--- config.mk ---
export PLATFORM = sky130hd
export DESIGN_NAME = div_sequencer_flat
export DESIGN_NICKNAME = d
export VERILOG_FILES = /design/src/rtl/div_sequencer_if.sv /design/src/rtl/div_sequencer.sv /design/src/flat_wrapper.sv
export SDC_FILE = /design/constraint.sdc
export NUM_CORES = 1
export LEC_CHECK = 0
export CORE_MARGIN = 3
export CORE_UTILIZATION = 38
export CTS_CLUSTER_SIZE = 16
export DETAILED_ROUTE_END_ITERATION = 10
export GPL_ROUTABILITY_DRIVEN = 0
export GPL_TIMING_DRIVEN = 0
export HOLD_SLACK_MARGIN = 0.05
export PLACE_DENSITY = 0.73
export SYNTH_ARGS = -nofsm -noshare
export SYNTH_HDL_FRONTEND = slang
export SYNTH_SLANG_ARGS = --single-unit
--- constraint.sdc ---
create_clock -name Clock -period 1.2 [get_ports Clock]
set_input_delay 0.24 -clock Clock [delete_from_list [all_inputs] [get_ports Clock]]
set_output_delay 0.24 -clock Clock [all_outputs]
set_load 0.005 [all_outputs]
--- src/rtl/div_sequencer_if.sv ---
// Handshake and strobe bundle between the divider sequencer and its host/datapath.
// The sequencer uses the master view. The host and bitslice datapath use the slave view.
interface div_sequencer_if;
  logic Start;
  logic Signed;
  logic Op1Sign;
  logic Op2Sign;
  logic DivZero;
  logic SubNeg;
  logic LOAD_DIVH;
  logic LOAD_DIVL;
  logic LOAD_ACC;
  logic SHIFT;
  logic STORE_ACC;
  logic STORE_QUOT;
  logic STORE_REM;
  logic INV_OP1;
  logic INV_OP2;
  logic INV_RESULT;
  logic INV_REM;
  logic QuotBit;
  logic Busy;
  logic Done;
  logic Error;

  modport master (
    input  Start, Signed, Op1Sign, Op2Sign, DivZero, SubNeg,
    output LOAD_DIVH, LOAD_DIVL, LOAD_ACC, SHIFT, STORE_ACC, STORE_QUOT,
           STORE_REM, INV_OP1, INV_OP2, INV_RESULT, INV_REM, QuotBit,
           Busy, Done, Error
  );

  modport slave (
    output Start, Signed, Op1Sign, Op2Sign, DivZero, SubNeg,
    input  LOAD_DIVH, LOAD_DIVL, LOAD_ACC, SHIFT, STORE_ACC, STORE_QUOT,
           STORE_REM, INV_OP1, INV_OP2, INV_RESULT, INV_REM, QuotBit,
           Busy, Done, Error
  );
endinterface

--- src/rtl/div_sequencer.sv ---
// Control FSM for the bit-serial restoring divider. It runs one SHIFT/TRIAL pair
// per quotient bit and applies sign fix-up on load and on store.
module div_sequencer #(
  parameter int WIDTH = 8
) (
  input logic            Clock,
  input logic            Reset,
  div_sequencer_if.master bus
);

  localparam int CW = (WIDTH > 1) ? $clog2(WIDTH) : 1;
  localparam logic [CW-1:0] LAST_CNT = CW'(WIDTH - 1);

  typedef enum logic [2:0] {
    S_IDLE  = 3'd0,
    S_LOAD  = 3'd1,
    S_SHIFT = 3'd2,
    S_TRIAL = 3'd3,
    S_FIXUP = 3'd4,
    S_DONE  = 3'd5
  } state_e;

  state_e        state_q, state_d;
  logic [CW-1:0] cnt_q, cnt_d;
  logic          nd_q, nd_d;
  logic          nv_q, nv_d;
  logic          nq_q, nq_d;
  logic          error_q, error_d;

  always_ff @(posedge Clock) begin
    if (Reset) begin
      state_q <= S_IDLE;
      cnt_q   <= '0;
      nd_q    <= 1'b0;
      nv_q    <= 1'b0;
      nq_q    <= 1'b0;
      error_q <= 1'b0;
    end else begin
      state_q <= state_d;
      cnt_q   <= cnt_d;
      nd_q    <= nd_d;
      nv_q    <= nv_d;
      nq_q    <= nq_d;
      error_q <= error_d;
    end
  end

  always_comb begin
    state_d        = state_q;
    cnt_d          = cnt_q;
    nd_d           = nd_q;
    nv_d           = nv_q;
    nq_d           = nq_q;
    error_d        = error_q;
    bus.LOAD_DIVH  = 1'b0;
    bus.LOAD_DIVL  = 1'b0;
    bus.LOAD_ACC   = 1'b0;
    bus.SHIFT      = 1'b0;
    bus.STORE_ACC  = 1'b0;
    bus.STORE_QUOT = 1'b0;
    bus.STORE_REM  = 1'b0;
    bus.INV_OP1    = 1'b0;
    bus.INV_OP2    = 1'b0;
    bus.INV_RESULT = 1'b0;
    bus.INV_REM    = 1'b0;
    bus.QuotBit    = 1'b0;
    bus.Busy       = 1'b0;
    bus.Done       = 1'b0;
    bus.Error      = 1'b0;

    case (state_q)
      S_IDLE: begin
        error_d = 1'b0;
        if (bus.Start) begin
          state_d = S_LOAD;
          nd_d    = bus.Signed & bus.Op1Sign;
          nv_d    = bus.Signed & bus.Op2Sign;
          nq_d    = (bus.Signed & bus.Op1Sign) ^ (bus.Signed & bus.Op2Sign);
        end
      end
      S_LOAD: begin
        bus.LOAD_DIVH = 1'b1;
        bus.LOAD_DIVL = 1'b1;
        bus.LOAD_ACC  = 1'b1;
        bus.INV_OP1   = nd_q;
        bus.INV_OP2   = nv_q;
        bus.Busy      = 1'b1;
        cnt_d         = '0;
        if (bus.DivZero) begin
          state_d = S_DONE;
          error_d = 1'b1;
        end else begin
          state_d = S_SHIFT;
          error_d = 1'b0;
        end
      end
      S_SHIFT: begin
        bus.SHIFT = 1'b1;
        bus.Busy  = 1'b1;
        state_d   = S_TRIAL;
      end
      S_TRIAL: begin
        // A non-negative trial difference sets the quotient bit and is committed to DIVH.
        bus.QuotBit   = ~bus.SubNeg;
        bus.STORE_ACC = ~bus.SubNeg;
        bus.Busy      = 1'b1;
        if (cnt_q == LAST_CNT) begin
          state_d = S_FIXUP;
        end else begin
          cnt_d   = cnt_q + CW'(1);
          state_d = S_SHIFT;
        end
      end
      S_FIXUP: begin
        bus.STORE_QUOT = 1'b1;
        bus.STORE_REM  = 1'b1;
        bus.INV_RESULT = nq_q;
        bus.INV_REM    = nd_q;
        bus.Busy       = 1'b1;
        state_d        = S_DONE;
      end
      S_DONE: begin
        bus.Done  = 1'b1;
        bus.Error = error_q;
        error_d   = 1'b0;
        state_d   = S_IDLE;
      end
      default: begin
        state_d = S_IDLE;
      end
    endcase
  end

endmodule

--- src/flat_wrapper.sv ---
// flat-port wrapper written by rule: the top's interface ports become plain ports
module div_sequencer_flat 
#(
  parameter int WIDTH = 8
)
  (Clock, Reset, bus_Start, bus_Signed, bus_Op1Sign, bus_Op2Sign, bus_DivZero, bus_SubNeg, bus_LOAD_DIVH, bus_LOAD_DIVL, bus_LOAD_ACC, bus_SHIFT, bus_STORE_ACC, bus_STORE_QUOT, bus_STORE_REM, bus_INV_OP1, bus_INV_OP2, bus_INV_RESULT, bus_INV_REM, bus_QuotBit, bus_Busy, bus_Done, bus_Error);
  div_sequencer_if bus_i ();
  input logic Clock;
  input logic Reset;
  input wire logic [$bits(bus_i.Start)-1:0] bus_Start;
  input wire logic [$bits(bus_i.Signed)-1:0] bus_Signed;
  input wire logic [$bits(bus_i.Op1Sign)-1:0] bus_Op1Sign;
  input wire logic [$bits(bus_i.Op2Sign)-1:0] bus_Op2Sign;
  input wire logic [$bits(bus_i.DivZero)-1:0] bus_DivZero;
  input wire logic [$bits(bus_i.SubNeg)-1:0] bus_SubNeg;
  output wire logic [$bits(bus_i.LOAD_DIVH)-1:0] bus_LOAD_DIVH;
  output wire logic [$bits(bus_i.LOAD_DIVL)-1:0] bus_LOAD_DIVL;
  output wire logic [$bits(bus_i.LOAD_ACC)-1:0] bus_LOAD_ACC;
  output wire logic [$bits(bus_i.SHIFT)-1:0] bus_SHIFT;
  output wire logic [$bits(bus_i.STORE_ACC)-1:0] bus_STORE_ACC;
  output wire logic [$bits(bus_i.STORE_QUOT)-1:0] bus_STORE_QUOT;
  output wire logic [$bits(bus_i.STORE_REM)-1:0] bus_STORE_REM;
  output wire logic [$bits(bus_i.INV_OP1)-1:0] bus_INV_OP1;
  output wire logic [$bits(bus_i.INV_OP2)-1:0] bus_INV_OP2;
  output wire logic [$bits(bus_i.INV_RESULT)-1:0] bus_INV_RESULT;
  output wire logic [$bits(bus_i.INV_REM)-1:0] bus_INV_REM;
  output wire logic [$bits(bus_i.QuotBit)-1:0] bus_QuotBit;
  output wire logic [$bits(bus_i.Busy)-1:0] bus_Busy;
  output wire logic [$bits(bus_i.Done)-1:0] bus_Done;
  output wire logic [$bits(bus_i.Error)-1:0] bus_Error;
  assign bus_i.Start = bus_Start;
  assign bus_i.Signed = bus_Signed;
  assign bus_i.Op1Sign = bus_Op1Sign;
  assign bus_i.Op2Sign = bus_Op2Sign;
  assign bus_i.DivZero = bus_DivZero;
  assign bus_i.SubNeg = bus_SubNeg;
  assign bus_LOAD_DIVH = bus_i.LOAD_DIVH;
  assign bus_LOAD_DIVL = bus_i.LOAD_DIVL;
  assign bus_LOAD_ACC = bus_i.LOAD_ACC;
  assign bus_SHIFT = bus_i.SHIFT;
  assign bus_STORE_ACC = bus_i.STORE_ACC;
  assign bus_STORE_QUOT = bus_i.STORE_QUOT;
  assign bus_STORE_REM = bus_i.STORE_REM;
  assign bus_INV_OP1 = bus_i.INV_OP1;
  assign bus_INV_OP2 = bus_i.INV_OP2;
  assign bus_INV_RESULT = bus_i.INV_RESULT;
  assign bus_INV_REM = bus_i.INV_REM;
  assign bus_QuotBit = bus_i.QuotBit;
  assign bus_Busy = bus_i.Busy;
  assign bus_Done = bus_i.Done;
  assign bus_Error = bus_i.Error;
  div_sequencer #(.WIDTH(WIDTH)) u_core (.Clock(Clock), .Reset(Reset), .bus(bus_i));
endmodule
==> results <==
## power groups by stage
stage	registers, mW	logic [mW]	clock network (mW)
6_report	0.366	0.475	0.240
5_1_grt	0.368	0.502	0.256
3_5_place_dp	0.377	0.253	0
3_3_place_gp	0.376	0.249	0
2_1_floorplan	0.372	0.146	0
4_1_cts	0.363	0.415	0.238
## final timing paths
path                                        from  slack [ns]                             end  cells past startpoint
setup / recovery  u_core.state_q[1]$_SDFFE_PP0P_       -0.44                     bus_INV_OP2                      5
hold reg to reg         u_core.nv_q$_SDFFE_PP0P_        0.46        u_core.nv_q$_SDFFE_PP0P_                      2
hold / removal          u_core.nv_q$_SDFFE_PP0P_        0.46        u_core.nv_q$_SDFFE_PP0P_                      2
setup reg to reg  u_core.state_q[1]$_SDFFE_PP0P_       -0.32  u_core.state_q[1]$_SDFFE_PP0P_                      5
## layout by cell type (no fill, tap or decap), drive strengths merged, types with 2 or more instances in the layout
cell           Yosys  layout
nor2b              2       2
nand2              6       6
nand4b             2       2
buf                7      45
ha                 2       2
nor3b              4       4
nand3              3       3
dfxtp             10      10
and2               4       4
o21ai              6       6
and3               2       2
a21oi             10      10
clkbuf             0       3
clkdlybuf4s50      0       7
## state kept, by name, indices dropped and copies added, names as in the netlist
name and flops:
u_core.cnt_q 3, u_core.error_q 1, u_core.state_q 3, u_core.nq_q 1
u_core.nv_q 1, u_core.nd_q 1
## stage by stage
| step | utilization [%] | cell area, um2 |
|---|---|---|
| 6_report | 82.4 | 1260 |
| 5_1_grt | 82.4 | 1260 |
| 4_1_cts | 76.7 | 1170 |
| 3_5_place_dp | 59.4 | 906 |
| 3_3_place_gp | 59.4 | 906 |
| 2_1_floorplan | - | 666 |
## worst register-to-register path, cell delays in order (launching register included)
cell	delay (ns)
dfxtp_4	0.36
buf_12	0.13
buf_4	0.15
or4_4	0.48
nand3b_1	0.23
nor3_2	0.07
## layer usage
metal | global-route usage (%) | vias up | wire length (um) | share of wire, %
met4 | 13.8 | 0 | 34 | 1.4
li1 | - | 357 | - | -
met3 | 3.52 | 4 | 62 | 2.6
met2 | 34.1 | 13 | 1240 | 52
met1 | 28.4 | 371 | 1060 | 44
met5 | 0 | - | 0 | 0
## cell families after synthesis
group / Yosys count / synth area share [%]
compound gates: 17 / 13.9
xor+xnor: 2 / 2.78
fa+ha+maj: 2 / 3.98
buf+inv: 8 / 8.75
flops: 10 / 31.8
simple gates: 33 / 38.8
## final cells by class
type                       count  area, um2
inverter                       1       6.26
sequential                    10        214
tap                           16       20.0
multi-input combinational     54        502
fill                          80        268
timing repair buffer          46        424
buffer                         6       67.6
clock buffer                   3       22.5
## timing repair
action	in CTS	in global routing
setup buffers	22	4
resized for setup	97	22
hold endpoints to repair	0	0
setup endpoints to repair	23	25
pin swaps	17	9
## cell usage after synthesis, types with 2 or more instances
cell type,n,area share [%]
o21ai_0,6,4.8
nand2_1,6,3.6
buf_2,2,1.6
nand3_1,3,2.4
and3_1,2,2.0
dfxtp_1,10,32
ha_1,2,4.0
a21oi_1,10,8.0
nor2b_1,2,2.0
nor3b_1,3,3.6
buf_4,4,4.8
nand4b_1,2,2.8
and2_1,4,4.0
==> summary.md <==
| Metric | Value |
|---|---|
| Status | complete, but fails checks |
| Failing checks | negative setup slack |
| Switching Fraction | 30.9% |
| Clock power frac | 22.2% |
| Largest net degree at the start of global routing | 9 |
| Final TNS setup | -6.60 ns |
| Comb power frac | 43.9% |
| Synth Register Bits | 10 |
| # diodes | 0 |
| Detailed Route Iter0 Violations | 17 |
| Max H-tree Level | 1 |
| GRT Total Usage | 22.1% |
| Sequential power share | 33.8% |
| Worst setup margin | -0.437 ns |
| Final Non-Filler Cells | 136 |
| MaxCap Viol Count | 0 |
| CP Class | flip-flop to output pin |
| Slew headroom | 72.3% |
| Worst hold slack | 0.460 ns |
| Mapped Nets | 82 |
| Post-synth ARST share | 0% |
| Netlist cell types | 29 |
| CTS Hold Buffers Added | 0 |
| Final clock skew | 0.00521 ns |
| Port Buffer Count | 22 |
| Synth Warn # | 0 |
| Worst Hold Class | flip-flop to flip-flop |
| Gr ovfl total | 0 |
| CTS sink count | 10 |
| First-pass GRT wire length | 3.32 mm |
| Crit path launch type | flip-flop |
| TritonCTS Buffers | 3 |
| Critical-path maximum fanout | 3 |
| Bufs and invs on worst path | 3 |
| Vias | 745 |
| Initial antenna violation count | 0 |
| Final setup viols | 24 |
| Synth-to-Final Area Change | 99.6% |
| CP max stage delay | 0.36 ns |
| Post-DP HPWL | 1.15 mm |
| Count of final hold-check violations | 0 |
| CP Capture Type | output pin |
| Nets | 132 |
| Routed len/inst | 17.6 um |
| CP arrival | 1.40 ns |
| Share of cells above drive strength 1 | 67.5% |
| Die width | 46.7 um |
| Placed Cells | 110 |
| Die area | 2180 um2 |
| Pre-CTS WS | -0.557 ns |
| Power Density | 860 nW/um2 |
| CTS Buffer Depth | 2 |
| Drt via density | 5.48 |
| ANT nets after route | 0 |
| Worst path cell trace | buf_12 -> nor3b_4 -> buf_4 -> and2_1 -> buf_2 |
| CORE AREA | 1520 um2 |
| I/O Pins | 23 |
| Row Count | 14 |
| Drt first pass iters | 4 |
| Avg Inst Size Synth | 8.74 um2 |
| Top FF cell, synth | dfxtp_1 |
| Int Pwr | 746 uW |
| Leakage | 0.551 nW |
| Measured slew at the worst slew-check pin | 0.414 ns |
| Sequential share of the synthesized area | 31.8% |
| DR DRC count | 0 |
| Crit-path slowest cell | dfxtp_4 |
| Critical Path RT | 0.96 ns |
| Synth Cell Area | 629 um2 |
| Post-synth EDFFs | 0 |
| Post-Synthesis Cells | 72 |
| Die Y | 46.7 um |
| Peak VDD IR | 0.603 mV |
| Final Max Slew Viols | 0 |
| Delay-heaviest family, CP | buffers and inverters |
| Clk slew on worst S/H paths | 0.07 ns |
| TritonCTS clock tree | built |
| Net Switching | 334 uW |
| Total power | 1.08 mW |
| Period utilization | 136% |
| Vias in the first global route | 725 |
| Clk root buf | clkbuf_4 |
| Clock Latency Late Sink | 0.27 ns |
| Unrepaired setup endpoints after global routing | yes |
| Post-layout min period | 1.64 ns |
| Starting Density | 41.3% |
| Max Fclk | 611 MHz |
| Final wirelength | 2.39 mm |
(Power assumes the default switching activity.)
